--- src/rtl/x25519_mult_column_engine.sv ---
// ---------------------------------------------------------------------------
// x25519_mult_column_engine
//
// Multi-cycle, multi-lane column engine for the X25519 field multiplier.
// Each accepted request computes LANES consecutive output columns of the
// reduced schoolbook product of two limb vectors. A product a[j]*b[c-j]
// whose limb index j exceeds the column index c has wrapped past the top
// limb, so it is scaled by FOLD (38 = 2*19 for p = 2^255 - 19, radix 2^8).
// MACS limb products are accumulated per lane per cycle, giving a latency of
// NUM_LIMBS/MACS clock edges after the request is sampled.
//
// Ports
//   clk       in   single clock
//   rst_n     in   synchronous active-low reset
//   en        in   start request, sampled only while busy = 0
//   a, b      in   operands, limb j at [j*LIMB_WIDTH +: LIMB_WIDTH]
//   i         in   first column index
//   busy      out  request in progress (registered)
//   out_valid out  one-cycle completion strobe (registered)
//   out       out  lane L holds column (i+L) mod NUM_LIMBS at
//                  [L*OUT_WIDTH +: OUT_WIDTH]; held until next completion
// ---------------------------------------------------------------------------
module x25519_mult_column_engine #(
    parameter int NUM_LIMBS  = 32,
    parameter int LIMB_WIDTH = 8,
    parameter int OUT_WIDTH  = 32,
    parameter int FOLD       = 38,
    parameter int LANES      = 1,
    parameter int MACS       = 4
) (
    input  logic                             clk,
    input  logic                             rst_n,
    input  logic                             en,
    input  logic [NUM_LIMBS*LIMB_WIDTH-1:0]  a,
    input  logic [NUM_LIMBS*LIMB_WIDTH-1:0]  b,
    input  logic [$clog2(NUM_LIMBS)-1:0]     i,
    output logic                             busy,
    output logic                             out_valid,
    output logic [LANES*OUT_WIDTH-1:0]       out
);

    localparam int IDXW   = $clog2(NUM_LIMBS);
    localparam int OPW    = NUM_LIMBS * LIMB_WIDTH;
    localparam int LANEW  = LANES * OUT_WIDTH;
    localparam int STEPS  = NUM_LIMBS / MACS;
    localparam int STEP_W = (STEPS > 1) ? $clog2(STEPS) : 1;
    localparam logic [STEP_W-1:0] LAST_STEP = STEP_W'(STEPS - 1);

    typedef enum logic [0:0] {
        IDLE  = 1'b0,
        ACCUM = 1'b1
    } state_t;

    state_t              state_q, state_d;
    logic [OPW-1:0]      a_q, a_d;
    logic [OPW-1:0]      b_q, b_d;
    logic [IDXW-1:0]     i_q, i_d;
    logic [STEP_W-1:0]   step_q, step_d;
    logic [LANEW-1:0]    acc_q, acc_d;
    logic                busy_q, busy_d;
    logic                out_valid_q, out_valid_d;
    logic [LANEW-1:0]    out_q, out_d;

    // Products for the current step, one slot per (lane, mac) pair.
    logic [LANES*MACS*OUT_WIDTH-1:0] term_s;
    // Accumulator contents plus this step's products, per lane.
    logic [LANEW-1:0]                sum_s;

    for (genvar gl = 0; gl < LANES; gl++) begin : g_lane
        // Column index wraps naturally because NUM_LIMBS is a power of two.
        logic [IDXW-1:0] col_s;
        assign col_s = i_q + IDXW'(gl);

        for (genvar gm = 0; gm < MACS; gm++) begin : g_mac
            logic [IDXW-1:0]       j_s;
            logic [IDXW-1:0]       bidx_s;
            logic [LIMB_WIDTH-1:0] a_limb_s;
            logic [LIMB_WIDTH-1:0] b_limb_s;
            logic [OUT_WIDTH-1:0]  prod_s;

            assign j_s      = IDXW'(32'(step_q) * MACS + gm);
            assign bidx_s   = col_s - j_s;
            assign a_limb_s = a_q[j_s * LIMB_WIDTH +: LIMB_WIDTH];
            assign b_limb_s = b_q[bidx_s * LIMB_WIDTH +: LIMB_WIDTH];
            assign prod_s   = OUT_WIDTH'(a_limb_s) * OUT_WIDTH'(b_limb_s);
            // j > c means b's index wrapped below zero: apply the fold.
            assign term_s[(gl*MACS+gm)*OUT_WIDTH +: OUT_WIDTH] =
                (j_s > col_s) ? (prod_s * OUT_WIDTH'(FOLD)) : prod_s;
        end
    end

    // Adder tree: add this step's MACS products onto each lane accumulator.
    always_comb begin
        sum_s = acc_q;
        for (int l = 0; l < LANES; l++) begin
            for (int m = 0; m < MACS; m++) begin
                sum_s[l*OUT_WIDTH +: OUT_WIDTH] = sum_s[l*OUT_WIDTH +: OUT_WIDTH]
                    + term_s[(l*MACS+m)*OUT_WIDTH +: OUT_WIDTH];
            end
        end
    end

    // Next-state and datapath control for the IDLE/ACCUM sequencer.
    always_comb begin
        state_d     = state_q;
        a_d         = a_q;
        b_d         = b_q;
        i_d         = i_q;
        step_d      = step_q;
        acc_d       = acc_q;
        busy_d      = busy_q;
        out_valid_d = 1'b0;
        out_d       = out_q;

        case (state_q)
            IDLE: begin
                if (en) begin
                    state_d = ACCUM;
                    a_d     = a;
                    b_d     = b;
                    i_d     = i;
                    step_d  = '0;
                    acc_d   = '0;
                    busy_d  = 1'b1;
                end else begin
                    busy_d  = 1'b0;
                end
            end
            ACCUM: begin
                acc_d = sum_s;
                if (step_q == LAST_STEP) begin
                    state_d     = IDLE;
                    step_d      = '0;
                    out_d       = sum_s;
                    out_valid_d = 1'b1;
                    busy_d      = 1'b0;
                end else begin
                    step_d      = step_q + STEP_W'(1);
                end
            end
            default: begin
                state_d = IDLE;
                step_d  = '0;
                busy_d  = 1'b0;
            end
        endcase
    end

    // State and datapath registers with synchronous active-low reset.
    always_ff @(posedge clk) begin
        if (!rst_n) begin
            state_q     <= IDLE;
            a_q         <= '0;
            b_q         <= '0;
            i_q         <= '0;
            step_q      <= '0;
            acc_q       <= '0;
            busy_q      <= 1'b0;
            out_valid_q <= 1'b0;
            out_q       <= '0;
        end else begin
            state_q     <= state_d;
            a_q         <= a_d;
            b_q         <= b_d;
            i_q         <= i_d;
            step_q      <= step_d;
            acc_q       <= acc_d;
            busy_q      <= busy_d;
            out_valid_q <= out_valid_d;
            out_q       <= out_d;
        end
    end

    assign busy      = busy_q;
    assign out_valid = out_valid_q;
    assign out       = out_q;

endmodule

--- config.mk ---
export PLATFORM = sky130hd
export DESIGN_NAME = x25519_mult_column_engine
export DESIGN_NICKNAME = d
export VERILOG_FILES = /design/src/rtl/x25519_mult_column_engine.sv
export SDC_FILE = /design/constraint.sdc
export NUM_CORES = 2
export LEC_CHECK = 0
export CORE_MARGIN = 2
export CORE_UTILIZATION = 45
export CTS_BUF_LIST = sky130_fd_sc_hd__clkbuf_8
export DETAILED_ROUTE_END_ITERATION = 10
export GPL_ROUTABILITY_DRIVEN = 0
export GPL_TIMING_DRIVEN = 0
export PLACE_DENSITY = 0.66
export SLEW_MARGIN = 20
export SYNTH_ARGS = -nofsm -noshare
export SYNTH_HDL_FRONTEND = slang
export SYNTH_SLANG_ARGS = --single-unit
--- constraint.sdc ---
create_clock -name clk -period 39.8 [get_ports clk]
set_clock_uncertainty 0.1 [all_clocks]
set_input_delay 7.96 -clock clk [delete_from_list [all_inputs] [get_ports clk]]
set_output_delay 7.96 -clock clk [all_outputs]
set_load 0.1 [all_outputs]
After elaboration in Yosys (flattened, before gate mapping)
Cells that the tools add are included.
{"block": "op_classes", "shifts": 8, "n_addsub": 12, "magnitude_cmp": 4, "n_eq_ne": 3, "n_mul": 8, "n_bitwise": 1, "n_reduce_logical": 3, "mux": 15}
{"op": "256-bit by 9-bit indexed part select with 8-bit output", "n": 8}
{"op": "32-bit by 22-bit adder with 32-bit output", "n": 4}
{"op": "22-bit two-way mux", "n": 4}
{"op": "16-bit by 5-bit multiplier with 21-bit output (second input constant)", "n": 4}
{"op": "8-bit by 8-bit multiplier with 16-bit output", "n": 4}
{"op": "32-bit case mux with 2 select lines", "n": 1}
{"op": "32-bit two-way mux", "n": 1}
{"op": "5-bit greater-than comparator", "n": 4}
{"op": "5-bit subtractor", "n": 4}
{"op": "5-bit by 2-bit adder with 5-bit output (second input constant)", "n": 2}
{"op": "3-bit two-way mux", "n": 2}
{"op": "3-bit case mux with 2 select lines", "n": 1}
{"op": "2-bit AND reduction", "n": 3}
{"op": "5-bit by 1-bit adder with 5-bit output (second input constant)", "n": 1}
{"op": "1-bit two-way mux", "n": 4}
{"op": "1-bit case mux with 2 select lines", "n": 2}
{"op": "3-bit by 1-bit adder with 3-bit output (second input constant)", "n": 1}
{"op": "3-bit equality test (second input constant)", "n": 1}
{"op": "2-bit by 1-bit inequality test with 1-bit output (second input constant)", "n": 1}
{"op": "2-bit inequality test (second input constant)", "n": 1}
{"op": "1-bit inverter", "n": 1}
{"block": "totals", "output_inout_bits": 34, "ff_bits": 587, "word_cells": 63}

Logic depth before layout (Yosys ltp)
{"block": "depth", "ltp_word": 10, "mapped_depth": 54, "ltp_nobuf": 48}

Least setup slack after synthesis
No wires, ideal clock.
{"block": "synth_timing", "kind": "register -> register", "start": "register i_q[1]", "end": "register out_q[31], in the netlist out[31]", "arrival_time_ns": 12.919, "path_buffers": 6, "setup_slack_ns": 26.657, "path_stages_with_launch": 49, "period_less_slack_ns": 13.143, "setup_ns": 0.124, "path_cell_list": "dfxtp_1 buf_2 buf_1 buf_1 inv_1 ha_1 xor2_1 buf_1 mux4_2 mux4_2 or2_2 fa_1 fa_1 inv_1 fa_1 inv_1 fa_1 inv_1 [... 13 more ...] or3_1 nand3_1 fa_1 inv_1 fa_1 inv_1 fa_1 inv_1 ha_1 clkbuf_1 a21oi_1 o21ai_0 a21oi_1 nand2_1 a31oi_1 clkbuf_1 mux2i_1 nand3_1"}
{"block": "synth_between", "elab_chain_len": 9, "elab_cells_between_ends": 28, "classes_between": "add/sub: 8; mul: 8; order compare: 4; shift: 4; mux: 4"}
{"item": "start, declared", "line_no": "57", "source": "logic [IDXW-1:0] i_q, i_d;"}
{"item": "start signal, assigned", "line_no": "165", "source": "i_q <= i_d;"}
{"item": "5-bit subtractor", "line_no": "82", "source": "assign bidx_s = col_s - j_s;"}
{"item": "256-bit by 9-bit indexed part select with 8-bit output", "line_no": "84", "source": "assign b_limb_s = b_q[bidx_s * LIMB_WIDTH +: LIMB_WIDTH];"}
{"item": "8-bit by 8-bit multiplier with 16-bit output", "line_no": "85", "source": "assign prod_s = OUT_WIDTH'(a_limb_s) * OUT_WIDTH'(b_limb_s);"}
{"item": "16-bit by 5-bit multiplier with 21-bit output", "line_no": "88", "source": "(j_s > col_s) ? (prod_s * OUT_WIDTH'(FOLD)) : prod_s;"}
{"item": "22-bit two-way mux", "line_no": "88"}
{"item": "32-bit by 22-bit adder with 32-bit output (3 in a row)", "line_no": "98", "source": "+ term_s[(l*MACS+m)*OUT_WIDTH +: OUT_WIDTH];"}
{"item": "32-bit by 22-bit adder with 32-bit output (*)", "line_no": "98"}
{"item": "end signal, assigned", "line_no": "170", "source": "out_q <= out_d;"}
{"item": "end, declared", "line_no": "62", "source": "logic [LANEW-1:0] out_q, out_d;"}
Mark *: on every way between the ends. The rest lies on a longest branch, timed or not.
A chain may end at the register's enable or synchronous reset.

Worst setup path after layout
Ends and elaborated chain as after synthesis.

==> metrics.yaml <==
clocking:
  cts_tree: "built"
  cts_hold_buf: 0
  clock_latency_ps: 800
  clkTransAtPathRegs_ps: 60
  cts.path.max_buffers: 3
  cts_root_buf: "clkbuf_8"
  cts_resized: 0
  htreeDepth: 3
  post_cts_buffers: 0
  cts_sinks: 587
  numCtsBuffers: 98
worst_setup_path:
  r2r_start: "i_q[1]"
  critical_path.endpoint_type: "register"
  required_ps: 40340
  r2r_setup_slack_ps: 23340
  cp_slowest_cell: "buf_1"
  cp_max_fo: 10
  crit_top_cell: "fa_1"
  rr_endpoint: "out[31]"
  worst-setup-path-type: "reg2reg"
  cp.arrival_ps: 17000
  critPathMaxStageDelay_ps: 740
  start_kind: "register"
  r2r_cells: 47
synthesis:
  synth.avg_cell_area_sq_um: 9.17
  yosysWarnings: 0
  synth_edf_count: 0
  synth_area_leaders: "dfxtp_1, mux4_2, fa_1"
  synth_area_sq_mm: 0.0478
  yosysTopAreaCellShare: 0.246
  yosysUniqueCellTypes: 72
  synth.largest_area_cell: "dfxtp_1"
  ys.flop_type: "dfxtp_1"
  synthArstFlopShare: 0
  ys_seq_area_frac: 0.246
  ys_ff_latch: 587
  synth_cells: 5211
  syn-num-nets: 6315
place:
  place_ws_ps: 23670
  postPlaceCellArea_sq_mm: 0.0551
  io_buffers: 552
  dpl.hpwl_um: 150000
  place_inst: 7155
worst_hold_path:
  min_path_cells: 2
  hold_end: "out[28]"
  hold_path_class: "reg2reg"
  min-delay-start: "out[28]"
floorplan:
  core-area_sq_mm: 0.105
  io_pins: 554
  die_w_um: 330
  die_h_um: 330
  dieArea_sq_mm: 0.109
  initial_core_util: 0.454
  num_rows: 119
power:
  clock_power_share: 0.242
  swShare: 0.421
  internal_power_mw: 1.33
  p_leak_nw: 23.4
  p_switching_mw: 0.967
  pwr-share-comb: 0.471
  cellPowerDensity_mw_per_mm2: 40.2
  ir_worst_vdd_uv: 52.5
  seq_power_share: 0.287
timing:
  setup_viol: 0
  drv_slew: 0
  fin_tns_setup_ps: 0
  hold_violations: 0
  fin_crit_ps: 16460
  rsz0062_at_grt: "no"
  max_slew_margin: 0.158
  fmax_ghz: 0.0607
  worst_pin_slew_ps: 1260
  postLayoutSetupSlackWorst_ps: 23340
  period_share: 0.414
status:
  status: "finished clean"
global_route:
  antenna_found_initial: 21
  grt_use_total: 0.329
  grt_pass1_wl_um: 264000
  grt_start_max_net_pins: 18
  grt_pass1_vias: 41984
  grt_overflow: 0
layout:
  drive_above_1_share: 0.0991
  area_growth_pct: 19.6
  fin_nets: 6968
  final_util: 0.543
  fin_area_sq_mm: 0.0572
  instances_no_fill: 7332
  nFillCells: 9671
routing:
  vias: 43021
  drt_pre_antenna_iters: 8
  routed_via_density: 5.87
  drc: 0
  drtAntennaViolNets: 0
  drt-wirelength-per-cell_um: 24.8
  drt-initial-drc-count: 4618
  wl_um: 182000
job:
  drv_cap: 0
## kinds of logic (layout without fill, tap and decap cells)
kind of cell,after synthesis,count (layout),share of synthesized area
buf+inv,698,1418,0.0578
compound gates,1005,1005,0.148
fa+ha+maj,584,584,0.194
flops,587,587,0.246
simple gates,1715,1715,0.150
other cells,0,10,0
mux,502,502,0.183
xor+xnor,120,120,0.0223
## power groups by stage
stage	clock, mW	sequential, mW	combinational (mW)
floorplan	0	0.653	0.718
global placement	0	0.668	1.04
detailed placement	0	0.669	1.05
CTS	0.557	0.657	1.06
global route	0.580	0.661	1.18
finish	0.555	0.659	1.08
## how the worst max path moves through the flow
stage                      start       to  slack (ps)  cells after the start
after global routing      i_q[1]  out[31]       22510                     47
after detailed placement  i_q[1]  out[31]       23670                     47
final                     i_q[1]  out[31]       23340                     47
after global placement    i_q[1]  out[31]       23790                     47
after floorplan           i_q[1]  out[31]       26660                     48
after CTS                 i_q[1]  out[31]       23620                     47
## cells in the mapped netlist (16+ instances only)
master / instances
fa_1: 259
o21a_1: 27
and3_1: 22
or2_2: 71
o31ai_1: 16
xor2_1: 43
ha_1: 325
a21boi_0: 521
nor3_1: 35
dfxtp_1: 587
o21ai_0: 91
mux2i_1: 200
inv_1: 396
a21oi_1: 138
buf_2: 22
o21bai_1: 20
a211oi_1: 31
clkbuf_1: 238
buf_4: 26
mux4_2: 295
xnor2_1: 75
nand3_1: 33
nand2b_1: 20
nand2_1: 1162
nor2_1: 251
a22o_1: 33
a21o_1: 47
nor2b_1: 47
## registers in the layout, indices dropped and copies added, names as in the netlist
register and count:
a_q 256, acc_q 32, out 32, b_q 256
step_q 3, i_q 5, state_q 1, out_valid 1
busy 1
## cell type report
| cell class | instances | area, sq um | area share |
|---|---|---|---|
| clock inverters | 57 | 458 | 0.00801 |
| multi-input cells | 3926 | 33400 | 0.584 |
| well taps | 1391 | 1740 | 0.0304 |
| clock buffers | 110 | 1510 | 0.0265 |
| diodes | 10 | 25.0 | 0.000438 |
| repair buffers | 553 | 5540 | 0.0969 |
| plain buffers | 301 | 1280 | 0.0223 |
| flip-flops and latches | 587 | 11800 | 0.206 |
| inverters | 397 | 1490 | 0.0261 |
## metal layers
layer | vias to the layer above | GRT usage | routed length, um
met5 | - | 0.00565 | 206
met4 | 18 | 0.171 | 11100
met3 | 614 | 0.0899 | 19300
met2 | 2488 | 0.504 | 79100
met1 | 20665 | 0.424 | 72100
li1 | 19236 | - | -
## stage by stage
step / hold WS (ps) / total power, mW
2_1_floorplan: 340 / 1.37
6_report: 351 / 2.30
4_1_cts: 358 / 2.27
3_5_place_dp: 344 / 1.72
5_1_grt: 380 / 2.42
3_3_place_gp: 334 / 1.70
## worst max-delay path, delay by kind of cell, from the launching register on
family	cells	cell delay, ps
AO/OA/AOI/OAI	12	3340
XOR/XNOR	2	460
adder cells (fa/ha/maj)	12	5410
buffers and inverters	12	4130
flip-flops	1	370
multiplexers	4	1980
AND/OR/NAND/NOR	5	520
## layout by cell type (no fill, tap or decap), drive strengths merged, types with 76 or more instances in the layout
cell           count
clkdlybuf4s50    552
inv              439
a21boi           522
o21ai             94
dfxtp            587
or2               76
clkbuf           349
fa               259
ha               325
nand2           1162
nor2             251
mux2i            202
a21oi            138
mux4             295
xnor2             76
Note: power is estimated with default switching activity, not from simulation.
